[config.mk]
export PLATFORM = sky130hd
export DESIGN_NAME = avg_threshold_detector_flat
export DESIGN_NICKNAME = d
export VERILOG_FILES = /design/src/rtl/avg_threshold_detector_pkg.sv /design/src/rtl/avg_threshold_detector_if.sv /design/src/rtl/avg_peak_tracker.sv /design/src/rtl/avg_threshold_detector.sv /design/src/flat_wrapper.sv
export SDC_FILE = /design/constraint.sdc
export NUM_CORES = 1
export LEC_CHECK = 0
export CAP_MARGIN = 20
export CELL_PAD_IN_SITES_DETAIL_PLACEMENT = 2
export CELL_PAD_IN_SITES_GLOBAL_PLACEMENT = 2
export CORE_MARGIN = 2
export CORE_UTILIZATION = 27
export CTS_CLUSTER_DIAMETER = 120
export DETAILED_ROUTE_END_ITERATION = 10
export PLACE_DENSITY_LB_ADDON = 0.1
export SYNTH_ARGS = -nofsm -noshare
export SYNTH_HDL_FRONTEND = slang
export SYNTH_SLANG_ARGS = --single-unit
[constraint.sdc]
create_clock -name clk -period 2.2 [get_ports clk]
set_input_delay 0.55 -clock clk [delete_from_list [all_inputs] [get_ports clk]]
set_output_delay 0.55 -clock clk [all_outputs]
set_load 0.02 [all_outputs]
[src/rtl/avg_threshold_detector_pkg.sv]
// Shared types and constants for the averaged-sample threshold detector.
// Holds the comparator state encoding and the signed range helpers.
package avg_threshold_detector_pkg;

    localparam int DEF_DATA_WIDTH = 16;
    localparam int DEF_CNT_WIDTH  = 4;

    typedef enum logic [1:0] {
        ST_LOW       = 2'd0,
        ST_RISE_PEND = 2'd1,
        ST_HIGH      = 2'd2,
        ST_FALL_PEND = 2'd3
    } det_state_t;

    // Most-negative / most-positive two's-complement values for a w-bit sample.
    function automatic logic signed [63:0] sample_min(input int w);
        sample_min = -(64'sd1 <<< (w - 1));
    endfunction

    function automatic logic signed [63:0] sample_max(input int w);
        sample_max = (64'sd1 <<< (w - 1)) - 64'sd1;
    endfunction

endpackage

[src/rtl/avg_threshold_detector_if.sv]
// Sample stream, configuration and result bundle for the threshold detector.
// master = sample source / software side, slave = detector.
interface avg_threshold_detector_if #(
    parameter int DATA_WIDTH = 16,
    parameter int CNT_WIDTH  = 4
);
    logic                         enable;
    logic                         sample_valid;
    logic signed [DATA_WIDTH-1:0] sample;
    logic signed [DATA_WIDTH-1:0] thr_high;
    logic signed [DATA_WIDTH-1:0] thr_low;
    logic        [CNT_WIDTH-1:0]  confirm_cnt;
    logic                         clear_peaks;
    logic                         level_high;
    logic                         rise_pulse;
    logic                         fall_pulse;
    logic signed [DATA_WIDTH-1:0] peak_max;
    logic signed [DATA_WIDTH-1:0] peak_min;
    logic                         peaks_valid;

    modport master (
        output enable, sample_valid, sample, thr_high, thr_low, confirm_cnt, clear_peaks,
        input  level_high, rise_pulse, fall_pulse, peak_max, peak_min, peaks_valid
    );

    modport slave (
        input  enable, sample_valid, sample, thr_high, thr_low, confirm_cnt, clear_peaks,
        output level_high, rise_pulse, fall_pulse, peak_max, peak_min, peaks_valid
    );
endinterface

[src/rtl/avg_peak_tracker.sv]
// Running signed max/min of qualifying samples with software clear.
// Latency 1 clk; no backpressure, enable=0 freezes all registers.
// Clear is a level sampled while enabled; a same-cycle sample seeds both peaks.
module avg_peak_tracker
    import avg_threshold_detector_pkg::*;
#(
    parameter int DATA_WIDTH = DEF_DATA_WIDTH
) (
    input  logic                         clk,
    input  logic                         rst_n,
    input  logic                         enable,
    input  logic                         sample_valid,
    input  logic                         clear_peaks,
    input  logic signed [DATA_WIDTH-1:0] sample,
    output logic signed [DATA_WIDTH-1:0] peak_max,
    output logic signed [DATA_WIDTH-1:0] peak_min,
    output logic                         peaks_valid
);

    localparam logic signed [DATA_WIDTH-1:0] PEAK_FLOOR = DATA_WIDTH'(sample_min(DATA_WIDTH));
    localparam logic signed [DATA_WIDTH-1:0] PEAK_CEIL  = DATA_WIDTH'(sample_max(DATA_WIDTH));

    logic qual;
    assign qual = enable && sample_valid;

    always_ff @(posedge clk or negedge rst_n) begin
        if (!rst_n) begin
            peak_max    <= PEAK_FLOOR;
            peak_min    <= PEAK_CEIL;
            peaks_valid <= 1'b0;
        end else if (enable) begin
            if (clear_peaks) begin
                peak_max    <= qual ? sample : PEAK_FLOOR;
                peak_min    <= qual ? sample : PEAK_CEIL;
                peaks_valid <= qual;
            end else if (qual) begin
                if (sample > peak_max) peak_max <= sample;
                if (sample < peak_min) peak_min <= sample;
                peaks_valid <= 1'b1;
            end
        end
    end

endmodule

[src/rtl/avg_threshold_detector.sv]
// Hysteresis comparator with consecutive-sample debounce on the filtered stream.
// Latency 1 clk from confirming sample to level/pulse; no backpressure, enable=0 holds state.
// Also tracks running signed peaks via avg_peak_tracker.
module avg_threshold_detector
    import avg_threshold_detector_pkg::*;
#(
    parameter int DATA_WIDTH = DEF_DATA_WIDTH,
    parameter int CNT_WIDTH  = DEF_CNT_WIDTH
) (
    input  logic                     clk,
    input  logic                     rst_n,
    avg_threshold_detector_if.slave  bus
);

    det_state_t           state_q, state_d;
    logic [CNT_WIDTH-1:0] cnt_q, cnt_d;
    logic                 rise_d, fall_d;
    logic                 rise_q, fall_q, level_q;

    logic                 qual, above, below;
    logic [CNT_WIDTH-1:0] eff_cnt;
    logic [CNT_WIDTH:0]   cnt_inc;
    logic [CNT_WIDTH-1:0] cnt_sat;
    logic                 confirm, eff_is_one;

    assign qual       = bus.enable && bus.sample_valid;
    assign above      = bus.sample > bus.thr_high;
    assign below      = bus.sample < bus.thr_low;
    assign eff_cnt    = (bus.confirm_cnt == '0) ? CNT_WIDTH'(1) : bus.confirm_cnt;
    assign eff_is_one = (eff_cnt == CNT_WIDTH'(1));
    // Extra bit keeps the compare exact even when the counter already exceeds a lowered target.
    assign cnt_inc    = {1'b0, cnt_q} + (CNT_WIDTH + 1)'(1);
    assign confirm    = (cnt_inc >= {1'b0, eff_cnt});
    assign cnt_sat    = (cnt_q == '1) ? cnt_q : cnt_inc[CNT_WIDTH-1:0];

    always_comb begin
        state_d = state_q;
        cnt_d   = cnt_q;
        rise_d  = 1'b0;
        fall_d  = 1'b0;
        case (state_q)
            ST_LOW: begin
                if (qual && above) begin
                    if (eff_is_one) begin
                        state_d = ST_HIGH;
                        rise_d  = 1'b1;
                    end else begin
                        state_d = ST_RISE_PEND;
                        cnt_d   = CNT_WIDTH'(1);
                    end
                end
            end
            ST_RISE_PEND: begin
                if (qual) begin
                    if (!above) begin
                        state_d = ST_LOW;
                        cnt_d   = '0;
                    end else if (confirm) begin
                        state_d = ST_HIGH;
                        rise_d  = 1'b1;
                        cnt_d   = '0;
                    end else begin
                        cnt_d   = cnt_sat;
                    end
                end
            end
            ST_HIGH: begin
                if (qual && below) begin
                    if (eff_is_one) begin
                        state_d = ST_LOW;
                        fall_d  = 1'b1;
                    end else begin
                        state_d = ST_FALL_PEND;
                        cnt_d   = CNT_WIDTH'(1);
                    end
                end
            end
            ST_FALL_PEND: begin
                if (qual) begin
                    if (!below) begin
                        state_d = ST_HIGH;
                        cnt_d   = '0;
                    end else if (confirm) begin
                        state_d = ST_LOW;
                        fall_d  = 1'b1;
                        cnt_d   = '0;
                    end else begin
                        cnt_d   = cnt_sat;
                    end
                end
            end
            default: begin
                state_d = ST_LOW;
                cnt_d   = '0;
            end
        endcase
    end

    always_ff @(posedge clk or negedge rst_n) begin
        if (!rst_n) begin
            state_q <= ST_LOW;
            cnt_q   <= '0;
            rise_q  <= 1'b0;
            fall_q  <= 1'b0;
            level_q <= 1'b0;
        end else begin
            state_q <= state_d;
            cnt_q   <= cnt_d;
            rise_q  <= rise_d;
            fall_q  <= fall_d;
            level_q <= (state_d == ST_HIGH) || (state_d == ST_FALL_PEND);
        end
    end

    assign bus.level_high = level_q;
    assign bus.rise_pulse = rise_q;
    assign bus.fall_pulse = fall_q;

    logic signed [DATA_WIDTH-1:0] pk_max, pk_min;
    logic                         pk_vld;

    avg_peak_tracker #(
        .DATA_WIDTH (DATA_WIDTH)
    ) u_peak (
        .clk          (clk),
        .rst_n        (rst_n),
        .enable       (bus.enable),
        .sample_valid (bus.sample_valid),
        .clear_peaks  (bus.clear_peaks),
        .sample       (bus.sample),
        .peak_max     (pk_max),
        .peak_min     (pk_min),
        .peaks_valid  (pk_vld)
    );

    assign bus.peak_max    = pk_max;
    assign bus.peak_min    = pk_min;
    assign bus.peaks_valid = pk_vld;

endmodule

[src/flat_wrapper.sv]
// flat-port wrapper written by rule: the top's interface ports become plain ports
module avg_threshold_detector_flat import avg_threshold_detector_pkg::*;
#(
    parameter int DATA_WIDTH = DEF_DATA_WIDTH,
    parameter int CNT_WIDTH  = DEF_CNT_WIDTH
)
  (clk, rst_n, bus_enable, bus_sample_valid, bus_sample, bus_thr_high, bus_thr_low, bus_confirm_cnt, bus_clear_peaks, bus_level_high, bus_rise_pulse, bus_fall_pulse, bus_peak_max, bus_peak_min, bus_peaks_valid);
  avg_threshold_detector_if #(.DATA_WIDTH(DATA_WIDTH), .CNT_WIDTH(CNT_WIDTH)) bus_i ();
  input  logic clk;
  input  logic rst_n;
  input wire logic [$bits(bus_i.enable)-1:0] bus_enable;
  input wire logic [$bits(bus_i.sample_valid)-1:0] bus_sample_valid;
  input wire logic [$bits(bus_i.sample)-1:0] bus_sample;
  input wire logic [$bits(bus_i.thr_high)-1:0] bus_thr_high;
  input wire logic [$bits(bus_i.thr_low)-1:0] bus_thr_low;
  input wire logic [$bits(bus_i.confirm_cnt)-1:0] bus_confirm_cnt;
  input wire logic [$bits(bus_i.clear_peaks)-1:0] bus_clear_peaks;
  output wire logic [$bits(bus_i.level_high)-1:0] bus_level_high;
  output wire logic [$bits(bus_i.rise_pulse)-1:0] bus_rise_pulse;
  output wire logic [$bits(bus_i.fall_pulse)-1:0] bus_fall_pulse;
  output wire logic [$bits(bus_i.peak_max)-1:0] bus_peak_max;
  output wire logic [$bits(bus_i.peak_min)-1:0] bus_peak_min;
  output wire logic [$bits(bus_i.peaks_valid)-1:0] bus_peaks_valid;
  assign bus_i.enable = bus_enable;
  assign bus_i.sample_valid = bus_sample_valid;
  assign bus_i.sample = bus_sample;
  assign bus_i.thr_high = bus_thr_high;
  assign bus_i.thr_low = bus_thr_low;
  assign bus_i.confirm_cnt = bus_confirm_cnt;
  assign bus_i.clear_peaks = bus_clear_peaks;
  assign bus_level_high = bus_i.level_high;
  assign bus_rise_pulse = bus_i.rise_pulse;
  assign bus_fall_pulse = bus_i.fall_pulse;
  assign bus_peak_max = bus_i.peak_max;
  assign bus_peak_min = bus_i.peak_min;
  assign bus_peaks_valid = bus_i.peaks_valid;
  avg_threshold_detector #(.DATA_WIDTH(DATA_WIDTH), .CNT_WIDTH(CNT_WIDTH)) u_core (.clk(clk), .rst_n(rst_n), .bus(bus_i));
endmodule
==> flow_results.org <==
** Run status
- The run finished, with violations left.
- The final reports fail on setup timing.

** Route
- Detailed-routing iteration count for the pre-antenna-repair pass :: 4
- The detailed router placed 3665 vias in this run.
- WL final :: 14950 um
- In this run, the number of DRC markers left after iteration 0 of detailed routing was 82.
- Dividing the detail-routed wire length by the instance count gives 20.44 um.
- Routed vias/inst :: roughly 5.0
- The detail route stage leaves a number of antenna-violating nets equal to 0.
- In the routed design, unresolved DRC markers number 0.

** Power and ir drop
- Overall Power :: 0.004579 W
- Total power density per cell area :: 720.7 mW/mm2
- Maximum vdd ir drop :: 0.0004158 V
- Cell leakage power :: 2.938 nW

** Floorplan
- The floorplan has 41 rows.
- The die covers 0.01368 mm2.
- Initial core utilization :: 0.2752
- between 90 and 100 I/O pins were placed.
- The floorplan step set the die height to roughly 120 um.
- The core region is approximately 0.013 mm2.
- In this run the horizontal extent of the chip is between 100 and 150 um.

** Synth
- Synthesis instantiated 52 different standard cells from the library.
- By count the netlist is led by sky130_fd_sc_hd__inv_1, sky130_fd_sc_hd__ha_1, sky130_fd_sc_hd__dfrtp_1, sky130_fd_sc_hd__a21oi_1, sky130_fd_sc_hd__a22o_1.
- Post-synth EDFFs :: 0
- Synthesized area per cell :: 9.411 um2
- Area of the mapped netlist :: between 0.003 and 0.004 mm2
- For this run, the register share of the synthesized area comes to 0.3109.
- The most common cell in the synthesized netlist is sky130_fd_sc_hd__inv_1.
- Yosys attributes the largest share of cell area to sky130_fd_sc_hd__ha_1, sky130_fd_sc_hd__dfrtp_1, sky130_fd_sc_hd__dfstp_2, sky130_fd_sc_hd__inv_1, sky130_fd_sc_hd__o32a_1.
- Asr flop ratio synth :: 1.000
- Fraction of synthesized cell area taken by the top area cell type :: 0.2434
- Synthesis warning total :: 0
- Synthesis produced a netlist with a net count of 490.
- In the synthesized netlist the dominant register cell turns out to be sky130_fd_sc_hd__dfrtp_1.
- Cell accounting for the most synthesized area :: sky130_fd_sc_hd__ha_1
- After synthesis the netlist holds a flip-flop and latch count of 42.
- Synthesis handed over a netlist of 366 instances.

** STA
- Worst-Margin Slew :: ~510 ps
- Final critical-path required period :: 2427 ps
- Relative slew slack :: 0.6608
- Final worst path period share :: 1.103
- Setup violations remaining at the end of the flow were counted as 38.
- Setup repair after global routing could not meet its margin everywhere.
- In the post-route analysis, the smallest setup slack over all paths is -227.1 ps.
- Hold Vio Cnt, Final :: 0
- The clock arrives with 5.261 ps of skew.
- Number of slew-limit violations in the final report :: 0
- Max Fclk :: 412.0 MHz

** Worst setup path
- Worst endpoint data arrival time :: 2660 ps
- The worst setup path is launched from a flip-flop.
- Setup CP Type :: reg2reg
- Of all nets on the critical path, the largest fanout is 8.
- For this design, the slowest cell found on the critical path is sky130_fd_sc_hd__dfstp_2.
- Traced cell by cell, the critical path runs through inv_2 -> ha_4 -> a21o_1 -> a21oi_1 -> o22ai_1 -> a211oi_1 -> a21o_1 -> a32o_2 -> o32a_1.
- Crit. End Element :: flip-flop
- Crit Reg-Reg Startpoint :: u_core.u_peak.peak_min[6]
- STA puts the critical path data required time at around 2400 ps.
- The critical path starts at u_core.u_peak.peak_min[6].
- In this design, the critical path's most frequently occurring cell is sky130_fd_sc_hd__a21o_1.
- On the worst path, the slowest cell contributes a delay of 540 ps.

** Global routing
- Gr ovfl total :: 0
- For this run, the total global-route usage over all layers was measured as 0.2083.
- The first global-routing pass estimated 21600 um of wire.
- The initial antenna violation count was 0.
- The number of global-route vias before repair was 4073.
- Largest net degree at the start of global routing :: 18

** Flow run
- Max Cap Viol :: 0

** Clock tree
- TritonCTS Buffers :: 5
- H-tree Lvls :: 2
- Deepest clock path buffer count :: 2
- Clock root buffer master :: sky130_fd_sc_hd__clkbuf_16
- CTS tree :: done
- Clock-pin slew was measured on the worst setup and hold paths at 60 ps.
- Total clock sinks :: 42
- Latest clock arrival within the worst-skew pair :: 290 ps

** Placement
- Port buffering added 92 buffers.
- Pre-CTS WS :: -1030 ps
- The congestion estimate from routability-driven global placement came to 0.7991.
- Half-perimeter wire length after placement :: 10770 um

** Final layout
- In the final layout, the share of cells above drive strength 1 is 0.5081.
- Number of fill cells in the layout :: 1278
- Count of inserted antenna diode cells :: 0
- Nets :: between 600 and 700
- From synthesis to final layout, the design area changed by 84.45%.
- Area of the multi-input gates :: between 0.002 and 0.003 mm2
- Area used by sequential logic in the layout :: 0.001072 mm2

** Worst hold path
- Min-delay worst type :: in2async
-- final cells by class --
cell class | count | share of cell area
flip-flops and latches | 42 | 0.1688
multi-input cells | 243 | 0.4584
inverters | 73 | 0.04707
clock buffers | 8 | 0.02147
well taps | 172 | 0.03387
repair buffers | 193 | 0.2704
-- worst max-delay path: cells and delay by family (launching register included) --
kind,cells,cell delay (ps)
adders and majority gates,1,200
buffers and inverters,1,40
DFF,1,540
AOI/OAI and AO/OA,7,1580
-- registers in the layout, summed over array words and instances (netlist names) --
| signal | flops |
|---|---|
| u_core.bus.rise_pulse | 1 |
| u_core.bus.fall_pulse | 1 |
| u_core.u_peak.peaks_valid | 1 |
| u_core.bus.level_high | 1 |
| u_core.cnt_q | 4 |
| u_core.state_q | 2 |
| u_core.u_peak.peak_max | 16 |
| u_core.u_peak.peak_min | 16 |
-- final timing paths --
| kind | to | slack (ps) | cells after the start |
|---|---|---|---|
| max | u_core.u_peak.peak_min[13] | -230 | 9 |
| max in group asynchronous | u_core.u_peak.peak_min[6] | 1340 | 2 |
| min in group clk | u_core.u_peak.peak_min[4] | 540 | 1 |
| min reg2reg | u_core.u_peak.peak_min[4] | 540 | 1 |
| max reg2reg | u_core.u_peak.peak_min[13] | -230 | 9 |
| min | u_core.cnt_q[3] | 230 | 1 |
-- repair_timing --
action,CTS,global route
hold endpoints to repair,0,0
gates resized for setup,218,117
setup buffers,11,10
endpoints found under the setup margin,41,42
hold buffers,0,0
pin swaps,60,59
cloned,0,1
-- power breakdown --
part / total [W] / internal (W) / switching, W
clock: 0.000750 / 0.000424 / 0.000326
combinational: 0.00264 / 0.00139 / 0.00125
sequential: 0.00119 / 0.000996 / 0.000194
total: 0.00458 / 0.00281 / 0.00177
-- layer usage --
| layer | up-vias | share of wire | GRT usage |
|---|---|---|---|
| li1 | 1722 | - | - |
| met1 | 1854 | 0.41 | 0.2522 |
| met2 | 78 | 0.55 | 0.3942 |
| met3 | 11 | 0.029 | 0.02163 |
| met4 | 0 | 0.013 | 0.05020 |
| met5 | - | 0 | 0 |
-- per-stage QoR --
stage	std cells	TNS [ps]	cell area [um2]	hold WS, ps	utilization
2_1_floorplan	366	-943.0	3732	254.4	-
3_3_place_gp	703	-35460	5421	502.0	0.4331
3_5_place_dp	703	-37070	5421	515.6	0.4331
4_1_cts	721	-3747	5941	234.8	0.4746
5_1_grt	731	-7923	6354	235.4	0.5076
6_report	731	-4795	6354	226.6	0.5076
-- cell families (layout without fill, tap and decap cells) --
group	count (synthesis)	in the layout	share of synthesized area
AND/OR/NAND/NOR	66	66	0.1086
flip-flops	42	42	0.3109
adder cells (fa/ha/maj)	67	67	0.2434
buffers and inverters	82	274	0.09081
AO/OA/AOI/OAI	104	105	0.2321
multiplexers	3	3	0.009081
XOR/XNOR	2	2	0.005086
-- placed cells by master, fill, tap and decap left out, types with 4 or more instances in the layout --
cell                              netlist  layout
sky130_fd_sc_hd__nand2_1               11      11
sky130_fd_sc_hd__dlygate4sd2_1          0      10
sky130_fd_sc_hd__a22o_1                17      17
sky130_fd_sc_hd__clkbuf_2               1      11
sky130_fd_sc_hd__buf_4                  0      88
sky130_fd_sc_hd__or3_4                  0       4
sky130_fd_sc_hd__nand4_1                9       9
sky130_fd_sc_hd__a21oi_1               20      11
sky130_fd_sc_hd__dfstp_2               16      16
sky130_fd_sc_hd__clkdlybuf4s50_1        0      39
sky130_fd_sc_hd__o21ai_0               11       6
sky130_fd_sc_hd__nand3_1                6       5
sky130_fd_sc_hd__ha_1                  67      25
sky130_fd_sc_hd__ha_4                   0      38
sky130_fd_sc_hd__a21o_1                12      12
sky130_fd_sc_hd__dfrtp_1               26      25
sky130_fd_sc_hd__inv_1                 73      45
sky130_fd_sc_hd__o32a_1                16      16
sky130_fd_sc_hd__nor2_1                10       5
sky130_fd_sc_hd__buf_6                  0      26
sky130_fd_sc_hd__inv_4                  0       5
sky130_fd_sc_hd__o211ai_1               4       4
sky130_fd_sc_hd__a21oi_2                1       7
sky130_fd_sc_hd__buf_2                  3       5
sky130_fd_sc_hd__nor2_2                 0       4
sky130_fd_sc_hd__ha_2                   0       4
sky130_fd_sc_hd__buf_8                  0       6
sky130_fd_sc_hd__inv_2                  0      21
sky130_fd_sc_hd__clkbuf_16              0       5
(Power assumes the default switching activity.)
